==> config.mk <==
export PLATFORM = sky130hd
export DESIGN_NAME = ps2_key_tracker
export DESIGN_NICKNAME = d
export VERILOG_FILES = /design/src/rtl/ps2_pkg.sv /design/src/rtl/ps2_rx.sv /design/src/rtl/ps2_key_tracker.sv
export SDC_FILE = /design/constraint.sdc
export NUM_CORES = 1
export LEC_CHECK = 0
export CAP_MARGIN = 5
export CORE_ASPECT_RATIO = 1.25
export CORE_MARGIN = 2
export CORE_UTILIZATION = 35
export CTS_CLUSTER_DIAMETER = 30
export CTS_CLUSTER_SIZE = 8
export DETAILED_ROUTE_END_ITERATION = 8
export HOLD_SLACK_MARGIN = 0.03
export PLACE_DENSITY_LB_ADDON = 0.1
export SLEW_MARGIN = 20
export SYNTH_ARGS = -nofsm -noshare
export SYNTH_HDL_FRONTEND = slang
export SYNTH_SLANG_ARGS = --single-unit
==> constraint.sdc <==
create_clock -name clk -period 2.82 [get_ports clk]
set_input_delay 0.423 -clock clk [delete_from_list [all_inputs] [get_ports clk]]
set_output_delay 0.423 -clock clk [all_outputs]
set_load 0.01 [all_outputs]
==> src/rtl/ps2_pkg.sv <==
// Shared PS/2 scancode constants, default key table entries and the
// make/break prefix decoder state type.
package ps2_pkg;

    localparam logic [7:0] SC_EXT = 8'hE0;
    localparam logic [7:0] SC_BRK = 8'hF0;

    // Key codes are {extended, scancode}.
    localparam logic [8:0] KC_UP    = 9'h175;
    localparam logic [8:0] KC_DOWN  = 9'h172;
    localparam logic [8:0] KC_SPACE = 9'h029;

    typedef enum logic [1:0] {
        ST_IDLE    = 2'd0,
        ST_EXT     = 2'd1,
        ST_BRK     = 2'd2,
        ST_EXT_BRK = 2'd3
    } prefix_state_t;

    // Odd parity holds when data bits plus parity bit contain an odd count of ones.
    function automatic logic parity_ok(input logic [8:0] bits);
        return ^bits;
    endfunction

endpackage

==> src/rtl/ps2_rx.sv <==
// PS/2 frame receiver: synchronises kb_clk/data, shifts in 11-bit frames,
// validates start/parity/stop and abandons frames that stall.
module ps2_rx
    import ps2_pkg::*;
#(
    parameter int TIMEOUT_CYCLES = 200000
) (
    input  logic       clk,
    input  logic       rst_n,
    input  logic       kb_clk,
    input  logic       data,
    output logic [7:0] rx_byte,
    output logic       byte_valid,
    output logic       frame_err
);

    localparam int TW = (TIMEOUT_CYCLES > 2) ? $clog2(TIMEOUT_CYCLES) : 1;

    logic [1:0]    kb_clk_sync_reg;
    logic [1:0]    data_sync_reg;
    logic          kb_clk_prev_reg;
    logic [9:0]    shift_reg;
    logic [3:0]    bit_cnt_reg;
    logic [TW-1:0] to_cnt_reg;
    logic [7:0]    byte_reg;
    logic          byte_valid_reg;
    logic          frame_err_reg;
    logic          fall;
    logic          bit_in;

    // Sync stages reset to the idle-high line level so reset release is not seen as an edge.
    always_ff @(posedge clk or negedge rst_n) begin
        if (!rst_n) begin
            kb_clk_sync_reg <= 2'b11;
            data_sync_reg   <= 2'b11;
            kb_clk_prev_reg <= 1'b1;
        end else begin
            kb_clk_sync_reg <= {kb_clk_sync_reg[0], kb_clk};
            data_sync_reg   <= {data_sync_reg[0], data};
            kb_clk_prev_reg <= kb_clk_sync_reg[1];
        end
    end

    assign fall   = kb_clk_prev_reg & ~kb_clk_sync_reg[1];
    assign bit_in = data_sync_reg[1];

    // After ten shifts: [0] = start bit, [8:1] = data LSB first, [9] = parity.
    always_ff @(posedge clk or negedge rst_n) begin
        if (!rst_n) begin
            shift_reg      <= '0;
            bit_cnt_reg    <= '0;
            to_cnt_reg     <= '0;
            byte_reg       <= '0;
            byte_valid_reg <= 1'b0;
            frame_err_reg  <= 1'b0;
        end else begin
            byte_valid_reg <= 1'b0;
            frame_err_reg  <= 1'b0;
            if (fall) begin
                to_cnt_reg <= '0;
                if (bit_cnt_reg == 4'd10) begin
                    bit_cnt_reg <= '0;
                    if (!shift_reg[0] && bit_in && parity_ok(shift_reg[9:1])) begin
                        byte_valid_reg <= 1'b1;
                        byte_reg       <= shift_reg[8:1];
                    end else begin
                        frame_err_reg <= 1'b1;
                    end
                end else begin
                    shift_reg   <= {bit_in, shift_reg[9:1]};
                    bit_cnt_reg <= bit_cnt_reg + 4'd1;
                end
            end else if (bit_cnt_reg != 4'd0) begin
                if (to_cnt_reg == TW'(TIMEOUT_CYCLES - 1)) begin
                    bit_cnt_reg   <= '0;
                    to_cnt_reg    <= '0;
                    frame_err_reg <= 1'b1;
                end else begin
                    to_cnt_reg <= to_cnt_reg + TW'(1);
                end
            end
        end
    end

    assign rx_byte    = byte_reg;
    assign byte_valid = byte_valid_reg;
    assign frame_err  = frame_err_reg;

endmodule

==> src/rtl/ps2_key_tracker.sv <==
// PS/2 keyboard front end: decodes E0/F0 prefixes into make/break events and
// keeps a held level plus press/release pulses for each key in KEY_CODES.
module ps2_key_tracker
    import ps2_pkg::*;
#(
    parameter int                    NUM_KEYS       = 3,
    parameter logic [9*NUM_KEYS-1:0] KEY_CODES      = {KC_SPACE, KC_DOWN, KC_UP},
    parameter int                    TIMEOUT_CYCLES = 200000,
    parameter bit                    REPEAT_PULSE   = 1'b0
) (
    input  logic                clk,
    input  logic                rst_n,
    input  logic                kb_clk,
    input  logic                data,
    output logic [NUM_KEYS-1:0] held,
    output logic [NUM_KEYS-1:0] pressed,
    output logic [NUM_KEYS-1:0] released,
    output logic                frame_err
);

    logic [7:0]          rx_byte;
    logic                rx_valid;
    logic                rx_err;
    prefix_state_t       state_reg;
    prefix_state_t       state_next;
    logic                make_en;
    logic                brk_en;
    logic [8:0]          lookup_code;
    logic [NUM_KEYS-1:0] hit;
    logic [NUM_KEYS-1:0] held_reg;
    logic [NUM_KEYS-1:0] pressed_reg;
    logic [NUM_KEYS-1:0] released_reg;
    logic                is_prefix;

    ps2_rx #(
        .TIMEOUT_CYCLES(TIMEOUT_CYCLES)
    ) u_rx (
        .clk       (clk),
        .rst_n     (rst_n),
        .kb_clk    (kb_clk),
        .data      (data),
        .rx_byte   (rx_byte),
        .byte_valid(rx_valid),
        .frame_err (rx_err)
    );

    assign is_prefix = (rx_byte == SC_EXT) || (rx_byte == SC_BRK);

    always_comb begin
        state_next  = ST_IDLE;
        make_en     = 1'b0;
        brk_en      = 1'b0;
        lookup_code = {1'b0, rx_byte};
        unique case (state_reg)
            ST_IDLE: begin
                if (rx_byte == SC_EXT)      state_next = ST_EXT;
                else if (rx_byte == SC_BRK) state_next = ST_BRK;
                else                        make_en    = rx_valid;
            end
            ST_EXT: begin
                lookup_code = {1'b1, rx_byte};
                if (rx_byte == SC_BRK)      state_next = ST_EXT_BRK;
                else if (rx_byte == SC_EXT) state_next = ST_EXT;
                else                        make_en    = rx_valid;
            end
            ST_BRK: begin
                brk_en = rx_valid & ~is_prefix;
            end
            ST_EXT_BRK: begin
                lookup_code = {1'b1, rx_byte};
                brk_en      = rx_valid & ~is_prefix;
            end
            default: ;
        endcase
    end

    // A framing error discards any partially received prefix.
    always_ff @(posedge clk or negedge rst_n) begin
        if (!rst_n) begin
            state_reg <= ST_IDLE;
        end else if (rx_err) begin
            state_reg <= ST_IDLE;
        end else if (rx_valid) begin
            state_reg <= state_next;
        end
    end

    // Duplicate table entries all match and act together.
    for (genvar gi = 0; gi < NUM_KEYS; gi++) begin : g_cmp
        assign hit[gi] = (KEY_CODES[9*gi +: 9] == lookup_code);
    end

    always_ff @(posedge clk or negedge rst_n) begin
        if (!rst_n) begin
            held_reg     <= '0;
            pressed_reg  <= '0;
            released_reg <= '0;
        end else begin
            pressed_reg  <= '0;
            released_reg <= '0;
            for (int i = 0; i < NUM_KEYS; i++) begin
                if (hit[i] && make_en) begin
                    if (!held_reg[i]) begin
                        held_reg[i]    <= 1'b1;
                        pressed_reg[i] <= 1'b1;
                    end else if (REPEAT_PULSE) begin
                        pressed_reg[i] <= 1'b1;
                    end
                end else if (hit[i] && brk_en && held_reg[i]) begin
                    held_reg[i]     <= 1'b0;
                    released_reg[i] <= 1'b1;
                end
            end
        end
    end

    assign held      = held_reg;
    assign pressed   = pressed_reg;
    assign released  = released_reg;
    assign frame_err = rx_err;

endmodule

Word-level counts from Yosys, hierarchy flattened

Cells that the tools add are included.

Mux-type cells: 47
Bitwise operators: 5
Eq/ne operators: 10
Reduce and logical (&&, ||, !) cells: 27
$add $sub $neg: 2

Operators by type and width:

| operator                                                              | number |
|---|---|
| 18-bit 2-to-1 mux                                                     | 3 |
| 1-bit 2-to-1 mux                                                      | 32 |
| 18-bit by 1-bit adder with 18-bit output, second input constant       | 1 |
| 18-bit equality test, second input constant                           | 1 |
| 9-bit equality test, first input constant                             | 2 |
| 8-bit equality test, second input constant                            | 2 |
| 4-bit 2-to-1 mux                                                      | 4 |
| 2-bit nonzero test                                                    | 6 |
| 1-bit logical AND                                                     | 11 |
| 2-bit 2-to-1 mux                                                      | 5 |
| 6-bit by 9-bit equality test with 1-bit output, first input constant  | 1 |
| 9-bit 2-to-1 mux                                                      | 1 |
| 9-bit parity                                                          | 1 |
| 4-bit by 1-bit adder with 4-bit output, second input constant         | 1 |
| 2-bit equality test, second input constant                            | 2 |
| 4-bit equality test, second input constant                            | 1 |
| 2-bit case mux with 2 select lines                                    | 1 |
| 2-bit AND reduction                                                   | 2 |
| 4-bit nonzero test                                                    | 1 |
| 2-bit OR reduction                                                    | 2 |
| 1-bit inverter                                                        | 3 |
| 3-bit AND reduction                                                   | 1 |
| 1-bit AND                                                             | 2 |
| 2-bit by 1-bit equality test with 1-bit output, second input constant | 1 |
| 4 further kinds                                                       | 4 |

Bits in registers: 58
Input bits: 4
Word-level logic and storage cells: 106

Logic depth before layout (Yosys ltp)

Depth after elaboration: 9
Depth in mapped cells: 8
Depth with buffers taken out: 7

By module

A second synthesis with hierarchy kept.

Cells, all modules: 246
Area total of the unflattened synthesis: 2737.6 sq um

By module, submodules not included:

| module          | cells an instance | area each (sq um) | sequential area each (sq um) | instances |
|---|---|---|---|---|
| ps2_rx          | 197               | 2198.4            | 1182.4                       | 1 |
| ps2_key_tracker | 49                | 539.3             | 275.3                        | 1 |

Worst setup path before layout

OpenSTA, ideal clock, no wires.

Kind: register -> register
From: reg u_rx.to_cnt_reg[13]
To: reg u_rx.to_cnt_reg[5]
Data required time: 2.689 ns
Stages on the path, launching flop included: 6
Setup slack: 0.874 ns
Arrival time: 1.815 ns
Clock period less this slack: 1.946 ns
Cell sequence: dfrtp_1 or4_4 nor4_4 and2_4 or2b_2 a31oi_1

Cells in the longest elaborated chain, start to end: 4

Ends and longest elaborated chain:

| item                   | RTL line     | source |
|---|---|---|
| start, declared        | ps2_rx.sv:24 | `logic [TW-1:0] to_cnt_reg;` |
| start signal, assigned | ps2_rx.sv:79 | `to_cnt_reg <= to_cnt_reg + TW'(1);` |
| 18-bit equality test   | ps2_rx.sv:74 | `if (to_cnt_reg == TW'(TIMEOUT_CYCLES - 1)) begin` |
| 18-bit 2-to-1 mux      | ps2_rx.sv:74 |  |
| 18-bit 2-to-1 mux      | ps2_rx.sv:73 | `end else if (bit_cnt_reg != 4'd0) begin` |
| 18-bit 2-to-1 mux      | ps2_rx.sv:59 | `if (fall) begin` |

Every way passes these cells. The select of a mux whose other input is x is not followed.
A chain may end at the register's enable or synchronous reset.

Final worst setup path

From: reg u_rx.to_cnt_reg[7]
To: reg u_rx.to_cnt_reg[5]

Same word-level chain as after synthesis.

==> results.cfg <==
[clock_network]
cts_made_buffers = 9
cts_resized = 0
post-cts-setup-buffers = 0
clock_latency_ns = 0.34
clk_pin_slew_ns = 0.07
cts_tree = yes
cts_hold_buf = 0
cts_root_buffer = clkbuf_8
cts_num_sinks = 58
clk_path_buf_depth = 2
h-tree-depth = 3

[floorplan]
initial_core_util = 0.354
die_area_um2 = 8520
die_h_um = 103
io_pins = 14
die_x_um = 83.0
num_rows = 36
core_area_um2 = 7700

[place]
port_buffers = 13
routabilityCongestion = 0.814
hpwlAfterDp_um = 3740

[sta]
clock_skew_ns = 0.00517
tightest_slew_ns = 0.691
slew_headroom = 0.539
setup_tns_ns = 0
hold_viol_final = 0
min_period_ns = 2.14
fmax_mhz = 468
setup_viol = 0
rsz0062_at_grt = false
period_share = 0.758
slew_violations = 0

[worst_setup_path]
worst_setup_path_end_kind = flop
cp_max_fo = 9
cpMaxStageDelayCell = or4b_4
crit_chain = or4b_4 -> nor4_4 -> and2_4 -> or2b_2 -> a31oi_1
path_buf_inv = 0
critPathTopFamily = simple AND/OR/NAND/NOR gates
path_class = reg -> reg
cp_slowest_stage_delay_ns = 0.55
worstPathRequired_ns = 3.03
critPathArrivalTime_ns = 2.35
crit_path_start_kind = flop

[yosys]
synth_edf_count = 0
yosysUniqueCellTypes = 46
syn_area_um2 = 2730
yosys.area.top_type = dfrtp_1
synth_area_leaders = dfrtp_1, mux2_2, dfstp_2
synth_warnings = 0
async_flop_share = 1.00
seq_area_frac_synth = 0.534
synth_fp_nets = 258
ys_ff_latch = 58
synth-main-ff-cell = dfrtp_1
yosys.area.top_type_share = 0.486
avgSynthCellArea_um2 = 10.9
netlist_instances = 250

[routing]
drt_iter0_markers = 62
firstDrtPassIters = 4
viasPerCell = 5.05
drtAntennaViolNets = 0
finalWirelength_um = 5520
drc = 0
wl_per_cell_um = 14.9
vias = 1869

[power]
pwr_density_cell_nw_per_um2 = 774
irDropWorstVdd_mv = 0.303
p_leak_nw = 1.37

[hold_path]
hold_class = in -> async

[grt]
grt_pass1_wl_um = 9470
grt_pass1_vias = 1847
grt_max_degree = 31
gr-total-overflow = 0
antenna_found_initial = 0
track_usage = 0.144

[cells_and_area]
num_antenna_cells = 0
drive_gt1_frac = 0.189
largest_reg_flops = 18
post-route-util = 0.420
synthToLayoutAreaGrowth_pct = 18.5
layout.nets = 278
fillers = 730

[job]
maxCapViolations = 0

[status]
status = completed
placed cells by master (no fill, tap or decap), types with 3 or more instances in the layout:
| master | instances |
|---|---|
| mux2_2 | 17 |
| dfstp_2 | 5 |
| xor2_1 | 6 |
| nand3_1 | 13 |
| nand2_1 | 19 |
| a21oi_1 | 11 |
| nor4_1 | 3 |
| or4_1 | 3 |
| nor2_1 | 19 |
| dfrtp_1 | 53 |
| and3_1 | 6 |
| nand4_1 | 5 |
| ha_1 | 4 |
| o21ai_0 | 16 |
| xnor2_1 | 9 |
| o31ai_1 | 3 |
| clkdlybuf4s50_1 | 12 |
| inv_1 | 6 |
| nor2b_1 | 4 |
| clkbuf_8 | 11 |
| nor3_1 | 9 |
| bufinv_16 | 3 |
final timing paths:
path | from | end | slack [ns] | depth (start not counted)
max | u_rx.to_cnt_reg[7] | u_rx.to_cnt_reg[5] | 0.68 | 5
min | rst_n | pressed[2] | 0.12 | 1
max reg2reg | u_rx.to_cnt_reg[7] | u_rx.to_cnt_reg[5] | 0.68 | 5
min reg2reg | u_rx.data_sync_reg[0] | u_rx.data_sync_reg[1] | 0.36 | 0
max in group asynchronous | rst_n | u_rx.kb_clk_sync_reg[1] | 2.01 | 2
min in group clk | u_rx.data_sync_reg[0] | u_rx.data_sync_reg[1] | 0.36 | 0
per-stage QoR:
step	cells	setup slack (ns)	hold WS, ns	instance area [µm²]	power (mW)
detailed placement	354	0.692	0.347	2980	1.55
floorplan	250	0.874	0.127	2730	1.42
CTS	370	0.684	0.129	3230	2.55
finish	370	0.684	0.120	3230	2.50
global placement	354	0.699	0.347	2980	1.54
global route	370	0.520	0.165	3230	2.66
synthesized netlist by cell type (6+ instances only):
| cell | instances |
|---|---|
| o21ai_0 | 16 |
| nor3_1 | 9 |
| inv_1 | 6 |
| mux2_2 | 17 |
| nor2_1 | 19 |
| nand2_1 | 19 |
| clkbuf_1 | 7 |
| xor2_1 | 6 |
| xnor2_1 | 9 |
| and3_1 | 6 |
| a21oi_1 | 11 |
| dfrtp_1 | 53 |
| nand3_1 | 13 |
cell type report:
cell class	instances	area (µm²)	share of cell area
Inverter	6	22.5	0.00697
Multi-Input combinational cell	179	1220	0.378
Clock buffer	12	155	0.0480
Tap cell	95	119	0.0368
Sequential cell	58	1460	0.451
Clock inverter	4	97.6	0.0302
Timing Repair Buffer	16	160	0.0495
cells by family after synthesis:
family / after synthesis / synth area share
AO/OA/AOI/OAI: 40 / 0.0885
XOR/XNOR: 16 / 0.0564
adder cells (fa/ha/maj): 4 / 0.0183
buffers and inverters: 13 / 0.0179
flip-flops: 58 / 0.534
multiplexers: 17 / 0.0702
AND/OR/NAND/NOR: 102 / 0.214
where the power goes:
group	leakage [nW]	switching, mW	internal, mW
registers	0.771	0.120	0.937
clock network	0.123	0.338	0.636
logic	0.480	0.230	0.240
per-layer routing:
metal | wire length (µm) | global-route usage | vias to the layer above
met2 | 2740 | 0.241 | 31
met5 | 0 | 0 | -
met4 | 99 | 0.0631 | 0
met1 | 2500 | 0.174 | 886
met3 | 188 | 0.0456 | 9
li1 | - | - | 943
Note: power is estimated with default switching activity, not from simulation.
